File: config.mk
export PLATFORM = sky130hd
export DESIGN_NAME = av2_recon_writer
export DESIGN_NICKNAME = d
export VERILOG_FILES = /design/src/rtl/av2_recon_pkg.sv /design/src/rtl/av2_recon_clip_lane.sv /design/src/rtl/av2_recon_writer.sv
export SDC_FILE = /design/constraint.sdc
export NUM_CORES = 2
export LEC_CHECK = 0
export BUFFER_PORTS_ARGS = -buffer_cell sky130_fd_sc_hd__buf_2
export CAP_MARGIN = 20
export CORE_MARGIN = 5
export CORE_UTILIZATION = 55
export CTS_BUF_LIST = sky130_fd_sc_hd__clkbuf_8
export CTS_CLUSTER_SIZE = 14
export DETAILED_ROUTE_END_ITERATION = 8
export PLACE_DENSITY = 0.81
export RECOVER_POWER = 25
export SLEW_MARGIN = 30
export SYNTH_ARGS = -nofsm -noshare
export SYNTH_HDL_FRONTEND = slang
export SYNTH_SLANG_ARGS = --single-unit
File: constraint.sdc
create_clock -name clk -period 9.2 [get_ports clk]
set_input_delay 0.46 -clock clk [delete_from_list [all_inputs] [get_ports clk]]
set_output_delay 0.46 -clock clk [all_outputs]
set_load 0.01 [all_outputs]
File: src/rtl/av2_recon_pkg.sv
// Shared definitions for the reconstruction writer: FSM encoding, sum width
// and legal block-edge limits.
package av2_recon_pkg;

   typedef enum logic [1:0] {
      ST_IDLE  = 2'd0,
      ST_RUN   = 2'd1,
      ST_DRAIN = 2'd2,
      ST_DONE  = 2'd3
   } state_t;

   localparam int SUM_W    = 18;
   localparam int LOG2_MIN = 2;
   localparam int LOG2_MAX = 6;

   function automatic logic [2:0] sat_log2(input logic [2:0] v, input logic [2:0] vmax);
      if (v < 3'(LOG2_MIN))
         return 3'(LOG2_MIN);
      else if (v > vmax)
         return vmax;
      else
         return v;
   endfunction

endpackage

File: src/rtl/av2_recon_clip_lane.sv
// One reconstruction lane: prediction plus signed residual, clamped to the
// active bit depth.
module av2_recon_clip_lane
   import av2_recon_pkg::*;
#(
   parameter int PIXEL_WIDTH = 10
) (
   input  logic                   [PIXEL_WIDTH-1:0] i_pred,
   input  logic signed            [15:0]            i_resid,
   input  logic                   [3:0]             i_bit_depth,
   output logic                   [PIXEL_WIDTH-1:0] o_recon
);

   function automatic logic [PIXEL_WIDTH-1:0] clamp_px(input logic signed [SUM_W-1:0] s,
                                                       input logic [3:0] d);
      logic signed [SUM_W-1:0] mx;
      mx = $signed((SUM_W'(1) << d) - SUM_W'(1));
      if (s[SUM_W-1])
         return '0;
      else if (s > mx)
         return mx[PIXEL_WIDTH-1:0];
      else
         return s[PIXEL_WIDTH-1:0];
   endfunction

   logic signed [SUM_W-1:0] w_sum;

   assign w_sum   = $signed({{(SUM_W-PIXEL_WIDTH){1'b0}}, i_pred})
                  + $signed({{(SUM_W-16){i_resid[15]}}, i_resid});
   assign o_recon = clamp_px(w_sum, i_bit_depth);

endmodule

File: src/rtl/av2_recon_writer.sv
// Reconstruction writer: walks a block in raster beats, adds residual to
// prediction per lane and issues cropped, addressed frame writes.
module av2_recon_writer
   import av2_recon_pkg::*;
#(
   parameter int PIXEL_WIDTH  = 10,
   parameter int LANES        = 16,
   parameter int MAX_BLK_LOG2 = 6,
   parameter int ADDR_W       = 32
) (
   input  logic                         clk,
   input  logic                         rst,
   input  logic                         start,
   input  logic [15:0]                  blk_x,
   input  logic [15:0]                  blk_y,
   input  logic [2:0]                   blk_w_log2,
   input  logic [2:0]                   blk_h_log2,
   input  logic [15:0]                  frame_width,
   input  logic [15:0]                  frame_height,
   input  logic [3:0]                   bit_depth,
   input  logic [LANES*PIXEL_WIDTH-1:0] pred_data,
   input  logic [LANES*16-1:0]          resid_data,
   input  logic                         in_valid,
   output logic                         in_ready,
   output logic [LANES*PIXEL_WIDTH-1:0] wr_data,
   output logic [ADDR_W-1:0]            wr_addr,
   output logic [LANES-1:0]             wr_mask,
   output logic                         wr_valid,
   input  logic                         wr_ready,
   output logic                         busy,
   output logic                         done
);

   localparam int         CNT_W = 8;
   localparam logic [2:0] LMAX  = 3'((MAX_BLK_LOG2 < LOG2_MAX) ? MAX_BLK_LOG2 : LOG2_MAX);

   function automatic logic [3:0] sat_depth(input logic [3:0] d);
      if (d < 4'd8)
         return 4'd8;
      else if (d > 4'(PIXEL_WIDTH))
         return 4'(PIXEL_WIDTH);
      else
         return d;
   endfunction

   state_t                         r_state, w_state_nxt;
   logic [15:0]                    r_blk_x, r_blk_y, r_fw, r_fh;
   logic [2:0]                     r_w_log2, r_h_log2;
   logic [3:0]                     r_depth;
   logic [CNT_W-1:0]               r_col, r_row;
   logic [CNT_W-1:0]               w_blk_w, w_blk_h;
   logic                           w_last_col, w_last_row, w_accept, w_row_in;
   logic [16:0]                    w_row_abs, w_col_abs;
   logic [ADDR_W-1:0]              w_addr;
   logic [LANES-1:0]               w_mask;
   logic [LANES*PIXEL_WIDTH-1:0]   w_recon;

   logic                           r_wr_vld_p1;
   logic [LANES*PIXEL_WIDTH-1:0]   r_wr_data_p1;
   logic [ADDR_W-1:0]              r_wr_addr_p1;
   logic [LANES-1:0]               r_wr_mask_p1;

   assign w_blk_w    = CNT_W'(1) << r_w_log2;
   assign w_blk_h    = CNT_W'(1) << r_h_log2;
   assign w_last_col = (r_col + CNT_W'(LANES)) >= w_blk_w;
   assign w_last_row = (r_row == (w_blk_h - CNT_W'(1)));
   assign w_accept   = in_valid && in_ready;

   assign w_row_abs = {1'b0, r_blk_y} + 17'(r_row);
   assign w_col_abs = {1'b0, r_blk_x} + 17'(r_col);
   assign w_row_in  = w_row_abs < {1'b0, r_fh};
   assign w_addr    = ADDR_W'(w_row_abs) * ADDR_W'(r_fw) + ADDR_W'(w_col_abs);

   for (genvar gi = 0; gi < LANES; gi++) begin : g_lane
      logic [16:0] w_lane_x;
      assign w_lane_x    = w_col_abs + 17'(gi);
      assign w_mask[gi]  = ((r_col + CNT_W'(gi)) < w_blk_w) && (w_lane_x < {1'b0, r_fw}) && w_row_in;
      av2_recon_clip_lane #(.PIXEL_WIDTH(PIXEL_WIDTH)) u_clip (
         .i_pred      (pred_data[gi*PIXEL_WIDTH +: PIXEL_WIDTH]),
         .i_resid     (resid_data[gi*16 +: 16]),
         .i_bit_depth (r_depth),
         .o_recon     (w_recon[gi*PIXEL_WIDTH +: PIXEL_WIDTH])
      );
   end

   always_comb begin
      w_state_nxt = r_state;
      in_ready    = 1'b0;
      busy        = (r_state != ST_IDLE);
      done        = 1'b0;
      case (r_state)
         ST_IDLE:  if (start) w_state_nxt = ST_RUN;
         ST_RUN: begin
            in_ready = !r_wr_vld_p1 || wr_ready;
            if (in_valid && in_ready && w_last_col && w_last_row)
               w_state_nxt = ST_DRAIN;
         end
         ST_DRAIN: if (r_wr_vld_p1 && wr_ready) w_state_nxt = ST_DONE;
         ST_DONE: begin
            done        = 1'b1;
            w_state_nxt = ST_IDLE;
         end
         default:  w_state_nxt = ST_IDLE;
      endcase
   end

   always_ff @(posedge clk or posedge rst) begin
      if (rst) begin
         r_state  <= ST_IDLE;
         r_blk_x  <= '0;
         r_blk_y  <= '0;
         r_fw     <= '0;
         r_fh     <= '0;
         r_w_log2 <= 3'(LOG2_MIN);
         r_h_log2 <= 3'(LOG2_MIN);
         r_depth  <= 4'd8;
         r_col    <= '0;
         r_row    <= '0;
      end else begin
         r_state <= w_state_nxt;
         if (r_state == ST_IDLE && start) begin
            r_blk_x  <= blk_x;
            r_blk_y  <= blk_y;
            r_fw     <= frame_width;
            r_fh     <= frame_height;
            r_w_log2 <= sat_log2(blk_w_log2, LMAX);
            r_h_log2 <= sat_log2(blk_h_log2, LMAX);
            r_depth  <= sat_depth(bit_depth);
            r_col    <= '0;
            r_row    <= '0;
         end else if (w_accept) begin
            if (w_last_col) begin
               r_col <= '0;
               r_row <= r_row + CNT_W'(1);
            end else begin
               r_col <= r_col + CNT_W'(LANES);
            end
         end
      end
   end

   // p1: registered write beat, held while the sink stalls
   always_ff @(posedge clk or posedge rst) begin
      if (rst) begin
         r_wr_vld_p1  <= 1'b0;
         r_wr_data_p1 <= '0;
         r_wr_addr_p1 <= '0;
         r_wr_mask_p1 <= '0;
      end else if (w_accept) begin
         r_wr_vld_p1  <= 1'b1;
         r_wr_data_p1 <= w_recon;
         r_wr_addr_p1 <= w_addr;
         r_wr_mask_p1 <= w_mask;
      end else if (wr_ready) begin
         r_wr_vld_p1  <= 1'b0;
      end
   end

   assign wr_valid = r_wr_vld_p1;
   assign wr_data  = r_wr_data_p1;
   assign wr_addr  = r_wr_addr_p1;
   assign wr_mask  = r_wr_mask_p1;

endmodule

Word level (Yosys, flattened, before mapping)

Cells that the tools add are included.

Register bits: 301
Input bits: 495
Output and inout bits: 212
Word-level logic and storage cells: 233

$add $sub $neg: 53
Multipliers: 1
Magnitude comparators: 56
Eq/ne operators: 7
Shifts and indexed selects: 3
Multiplexer cells: 52
Reductions and logical operators: 47

Operators with widths:

| operator                                                             | number |
|---|---|
| 10-bit two-way mux                                                   | 32 |
| 17-bit by 16-bit less-than comparator with 1-bit output              | 17 |
| 18-bit greater-than comparator                                       | 16 |
| 11-bit by 16-bit adder with 17-bit output                            | 16 |
| 17-bit by 4-bit adder with 17-bit output, second input constant      | 8 |
| 8-bit less-than comparator                                           | 16 |
| 17-bit by 3-bit adder with 17-bit output, second input constant      | 4 |
| 8-bit by 4-bit adder with 8-bit output, second input constant        | 8 |
| 8-bit two-way mux                                                    | 6 |
| 1-bit logical AND                                                    | 38 |
| 16-bit by 8-bit adder with 17-bit output                             | 2 |
| 17-bit by 2-bit adder with 17-bit output, second input constant      | 2 |
| 32-bit by 17-bit adder with 32-bit output                            | 1 |
| 8-bit by 3-bit adder with 8-bit output, second input constant        | 4 |
| 17-bit by 16-bit multiplier with 32-bit output                       | 1 |
| 1-bit by 4-bit left shift with 18-bit output, first input constant   | 1 |
| 18-bit by 2-bit subtractor with 18-bit output, second input constant | 1 |
| 17-bit by 1-bit adder with 17-bit output, second input constant      | 1 |
| 8-bit by 1-bit adder with 8-bit output, second input constant        | 2 |
| 8-bit by 2-bit adder with 8-bit output, second input constant        | 2 |
| 1-bit by 3-bit left shift with 8-bit output, first input constant    | 2 |
| 3-bit two-way mux                                                    | 4 |
| 8-bit by 5-bit adder with 8-bit output, second input constant        | 1 |
| 8-bit == test                                                        | 1 |
| other kinds (19)                                                     | 33 |

Longest topological paths before layout

Depth after elaboration: 7
Mapped depth: 32
Depth with buffers taken out: 32

Hierarchy

From an unflattened synthesis, not the netlist that was laid out.

Cells, all modules: 6544
Area, all modules: 52582.9 um^2

By module, submodules not included:

| module                                       | instances | cells an instance | area each (um^2) |
|---|---|---|---|
| av2_recon_writer                             | 1         | 3488              | 29741.0 |
| av2_recon_clip_lane at g_lane[12].u_clip ... | 8         | 194               | 1447.6 |
| av2_recon_clip_lane at g_lane[0].u_clip ...  | 8         | 188               | 1407.6 |

Worst setup path before layout

Ideal clock, no wire load.

Path kind: flip-flop to flip-flop
Start: register r_row[1]
End: register r_wr_addr_p1[31], in the netlist wr_addr[31]
Library setup time: 133 ps
Arrival time: 7598 ps
Required time: 9067 ps
Path slack: 1469 ps
Cell stages (with the launch flop): 31
Buffers on the path: 1
Period minus slack after synthesis: 7731 ps
Path through: dfrtp_1 ha_1 a21o_1 a21oi_1 o21bai_1 a21oi_1 o21bai_1 a41oi_1 nor2_1 xor2_1 clkbuf_1 nand2_1 fa_1 fa_1 fa_1 inv_1 fa_1 fa_1 inv_1 fa_1 inv_1 ha_1 a21o_1 a21o_1 a21oi_1 o211ai_1 a21oi_1 nor3_1 a2111oi_0 xnor2_1 o21ai_0

Word-level cells in the longest chain between the ends: 3

RTL lines:

| item                                           | line                    | text |
|---|---|---|
| start, declared                                | av2_recon_writer.sv:50  | `logic [CNT_W-1:0] r_col, r_row;` |
| start signal, assigned                         | av2_recon_writer.sv:134 | `r_row <= r_row + CNT_W'(1);` |
| 16-bit by 8-bit adder with 17-bit output       | av2_recon_writer.sv:69  | `assign w_row_abs = {1'b0, r_blk_y} + 17'(r_row);` |
| 17-bit by 16-bit multiplier with 32-bit output | av2_recon_writer.sv:72  | `assign w_addr = ADDR_W'(w_row_abs) * ADDR_W'(r_fw) + ADDR_W'(w_col_abs);` |
| 32-bit by 17-bit adder with 32-bit output      | av2_recon_writer.sv:72  |  |
| end signal, assigned                           | av2_recon_writer.sv:152 | `r_wr_addr_p1 <= w_addr;` |
| end, declared                                  | av2_recon_writer.sv:60  | `logic [ADDR_W-1:0] r_wr_addr_p1;` |

No other way between the ends.
A chain may end at the register's enable or synchronous reset.

Worst setup path after layout

Ends and elaborated chain as after synthesis.

==> results.tsv <==
metric	value	unit
Worst VDD drop	0.00009738	V
port buffer count	706	
Leakage	0.02815	uW
global-route wire length before repair	260.6	mm
Sink Count	297	
Synth Area per Inst	8.481	um2
layout cells sized above 1	0.1370	
Core ar.	81850	um2
synthesized cell area	45330	um2
fin crit period	8.639	ns
Initial DRC Count	4066	
first-pass iteration count of the detailed router	8	
Starting Density	0.5539	
worst endpoint required time	9.74	ns
final std cells w/o fill	7249	
Syn. warnings	0	
io pins	707	
Post CTS Setup Buffer Count	0	
outcome	finished, violations left	
via count	43907	
Flop pwr share	0.316	
initial antenna violation count	43	
vias per inst	6.057	
sequential cell area fraction in the yosys report	0.1640	
crit path launch	r_row[1]	
Skew-Pair Late Insertion Delay	0.69	ns
Hold Crit Class	input pin to flop	
Clk pin slew, worst setup/hold paths	0.07	ns
Worst Skew	0.01968	ns
Global Route Usage Sum	0.3788	
Site Rows	105	
Final ANT Viol Nets	0	
worst r2r dst	wr_addr[31]	
pin count of the biggest net entering global routing	208	
final setup fails	0	
TritonCTS buffer count	56	
Primary FF master, synth	dfrtp_1	
CP most frequent cell	fa_1	
depth of the worst hold-timing path	3	
switching part of the total	0.3315	
die width	297.1	um
final estimated routing congestion in global placement	1.028	
Gate power share	0.296	
RSZ-0062 raised after global routing	no	
Max clock buf depth	3	
clock network power share	0.388	
worst slack, placed	0.5548	ns
startpoint class of the critical path	flop	
launch point of the worst reg-to-reg path	r_row[1]	
Mapped Cells	5345	
CTS tree	yes	
setup TNS	0	ns
Crit path arrival time	9.18	ns
R2R setup slack	0.56	ns
final hold slack	0.05641	ns
NetSw	1372	uW
full die area	88270	um2
kind of critical path	flop to flop	
Final Hold Vio Count	0	
wire length per cell	24.06	um
H-tree depth	2	
HPWL Detailed	135.9	mm
Multi-input gate area	35770	um2
post-synth cell types	76	
DRT Wirelength	174.4	mm
final net count	7684	
failing checks	max-capacitance violations, max-slew violations	
filler cell count	6989	
cell-internal power	2767	uW
fin crit share	0.9390	
R2R depth	29	
final setup margin	0.5609	ns
Setup crit end kind	flop	
total gr overflow	0	
Post-synth ARST share	1.000	
maximum net fanout on the critical path	11	
DRC errors left	0	
power density cells	79.00	nW/um2
clk root buf	clkbuf_8	
Cell Count Post-Placement	7065	
number of global-route vias before repair	43817	
CP endpoint	wr_addr[31]	
max cap viols	2	
Worst slew margin	-1.922	
slowest cell on the critical path	fa_1	
Max stage delay on crit path	0.57	ns
Slew Viols, Final	128	
Worst Max-Slew Pin Slew	4.359	ns
Die Span Y	297.1	um
fmax	0.1158	GHz
Reg area	7436	um2
Synth Register Bits	297	
area grow syn2layout	15.57	%
number of synthesized flops with an enable pin	0	
==> placed cells by master, fill, tap and decap left out, drive strengths merged, types with 11 or more instances in the layout <==
master       instances
ha                 839
nand2              722
buf                688
inv                466
xnor2              374
o21ai              329
dfrtp              294
a21oi              288
nor2               277
fa                 241
clkbuf             180
a21o               168
mux2i              135
and2               119
xor2               102
nor2b               76
nand4               75
nand3               71
o21a                70
o31ai               69
dlygate4sd3         56
nor3                48
nand2b              47
o21bai              38
and3                35
o211ai              32
conb                32
a2111oi             27
diode               24
a211oi              24
clkinv              18
o2111ai             17
a221oi              14
nor3b               13
and4                13
a32o                13
o221ai              13
a31oi               11
==> Yosys cell counts, types with 19 or more instances <==
master | instances | share of area
a2111oi_0 | 26 | 0.0050
a211oi_1 | 24 | 0.0040
a21o_1 | 168 | 0.028
a21oi_1 | 287 | 0.032
and2_1 | 118 | 0.016
and3_1 | 35 | 0.0048
buf_1 | 19 | 0.0016
clkbuf_1 | 153 | 0.013
dfrtp_1 | 294 | 0.16
fa_1 | 241 | 0.11
ha_1 | 839 | 0.23
inv_1 | 446 | 0.037
mux2i_1 | 135 | 0.030
nand2_1 | 722 | 0.060
nand2b_1 | 47 | 0.0065
nand3_1 | 71 | 0.0078
nand4_1 | 75 | 0.010
nor2_1 | 277 | 0.023
nor2b_1 | 76 | 0.010
nor3_1 | 48 | 0.0053
o211ai_1 | 32 | 0.0053
o21a_1 | 70 | 0.012
o21ai_0 | 328 | 0.036
o21bai_1 | 37 | 0.0061
o31ai_1 | 69 | 0.011
xnor2_1 | 373 | 0.072
xor2_1 | 101 | 0.020
==> logic make-up after synthesis <==
| logic type | share of synthesized area |
|---|---|
| AND/OR/NAND/NOR | 0.1564 |
| AO/OA/AOI/OAI | 0.1658 |
| adder cells (fa/ha/maj) | 0.3380 |
| buffers and inverters | 0.05335 |
| XOR/XNOR | 0.09254 |
| flip-flops | 0.1640 |
| multiplexers | 0.02981 |
| other | 0.00008272 |
==> per-stage QoR <==
stage	area, um2	utilization	total power, uW
4_1_cts	52450	0.6408	4138
3_3_place_gp	50430	0.6161	2478
2_1_floorplan	45450	-	2118
6_report	52390	0.6401	4139
3_5_place_dp	50550	0.6176	2509
5_1_grt	52370	0.6398	4328
==> per-layer routing <==
layer / up-vias / part of all wire / global-route usage
li1: 20038 / - / -
met1: 20821 / 0.37 / 0.4475
met2: 2320 / 0.45 / 0.6133
met3: 710 / 0.10 / 0.09072
met4: 18 / 0.087 / 0.2559
met5: - / 0.00067 / 0
==> flip-flops by register name, summed over array words and instances, names as in the netlist, 3 cells and up <==
signal,cells
r_w_log2,3
r_blk_y,16
wr_mask,16
wr_addr,32
r_depth,4
r_fw,16
r_col,4
r_h_log2,3
r_blk_x,16
r_fh,16
r_row,8
wr_data,160
==> cell type report <==
class,instances,share of cell area
Antenna cell,24,0.001146
Sequential cell,297,0.1419
Multi-Input combinational cell,4439,0.6828
Inverter,460,0.03298
Timing Repair Buffer,855,0.08999
Clock inverter,35,0.007475
Tap cell,1070,0.02555
Clock buffer,69,0.01813
==> power groups by stage <==
stage / logic [uW] / clock network [uW] / registers, uW
global placement: 1150 / 0 / 1330
detailed placement: 1180 / 0 / 1330
CTS: 1200 / 1630 / 1310
global route: 1350 / 1670 / 1310
floorplan: 787 / 0 / 1330
finish: 1230 / 1610 / 1310
==> worst min-delay path by stage <==
stage,from,end,slack (ns)
global placement,wr_data[2],wr_data[2],0.46
CTS,frame_height[7],r_fh[7],0.004
floorplan,r_fh[0],r_fh[0],0.45
global route,blk_y[0],r_blk_y[0],0.04
finish,blk_y[0],r_blk_y[0],0.06
detailed placement,wr_data[126],wr_data[126],0.46
==> worst max-delay path, delay by kind of cell, from the launching register on <==
kind / cells / cell delay, ns
adder cells (fa/ha/maj): 8 / 3.80
buffers and inverters: 5 / 0.47
XOR/XNOR: 2 / 0.45
AO/OA/AOI/OAI: 12 / 3.03
flip-flops: 1 / 0.46
AND/OR/NAND/NOR: 2 / 0.30
==> repair_timing <==
action | 4_1_cts | 5_1_grt
resized for setup | 0 | 2
endpoints found under the setup margin | 0 | 1
hold endpoints to repair | 142 | 0
hold buffers | 56 | 0
(Power assumes the default switching activity.)
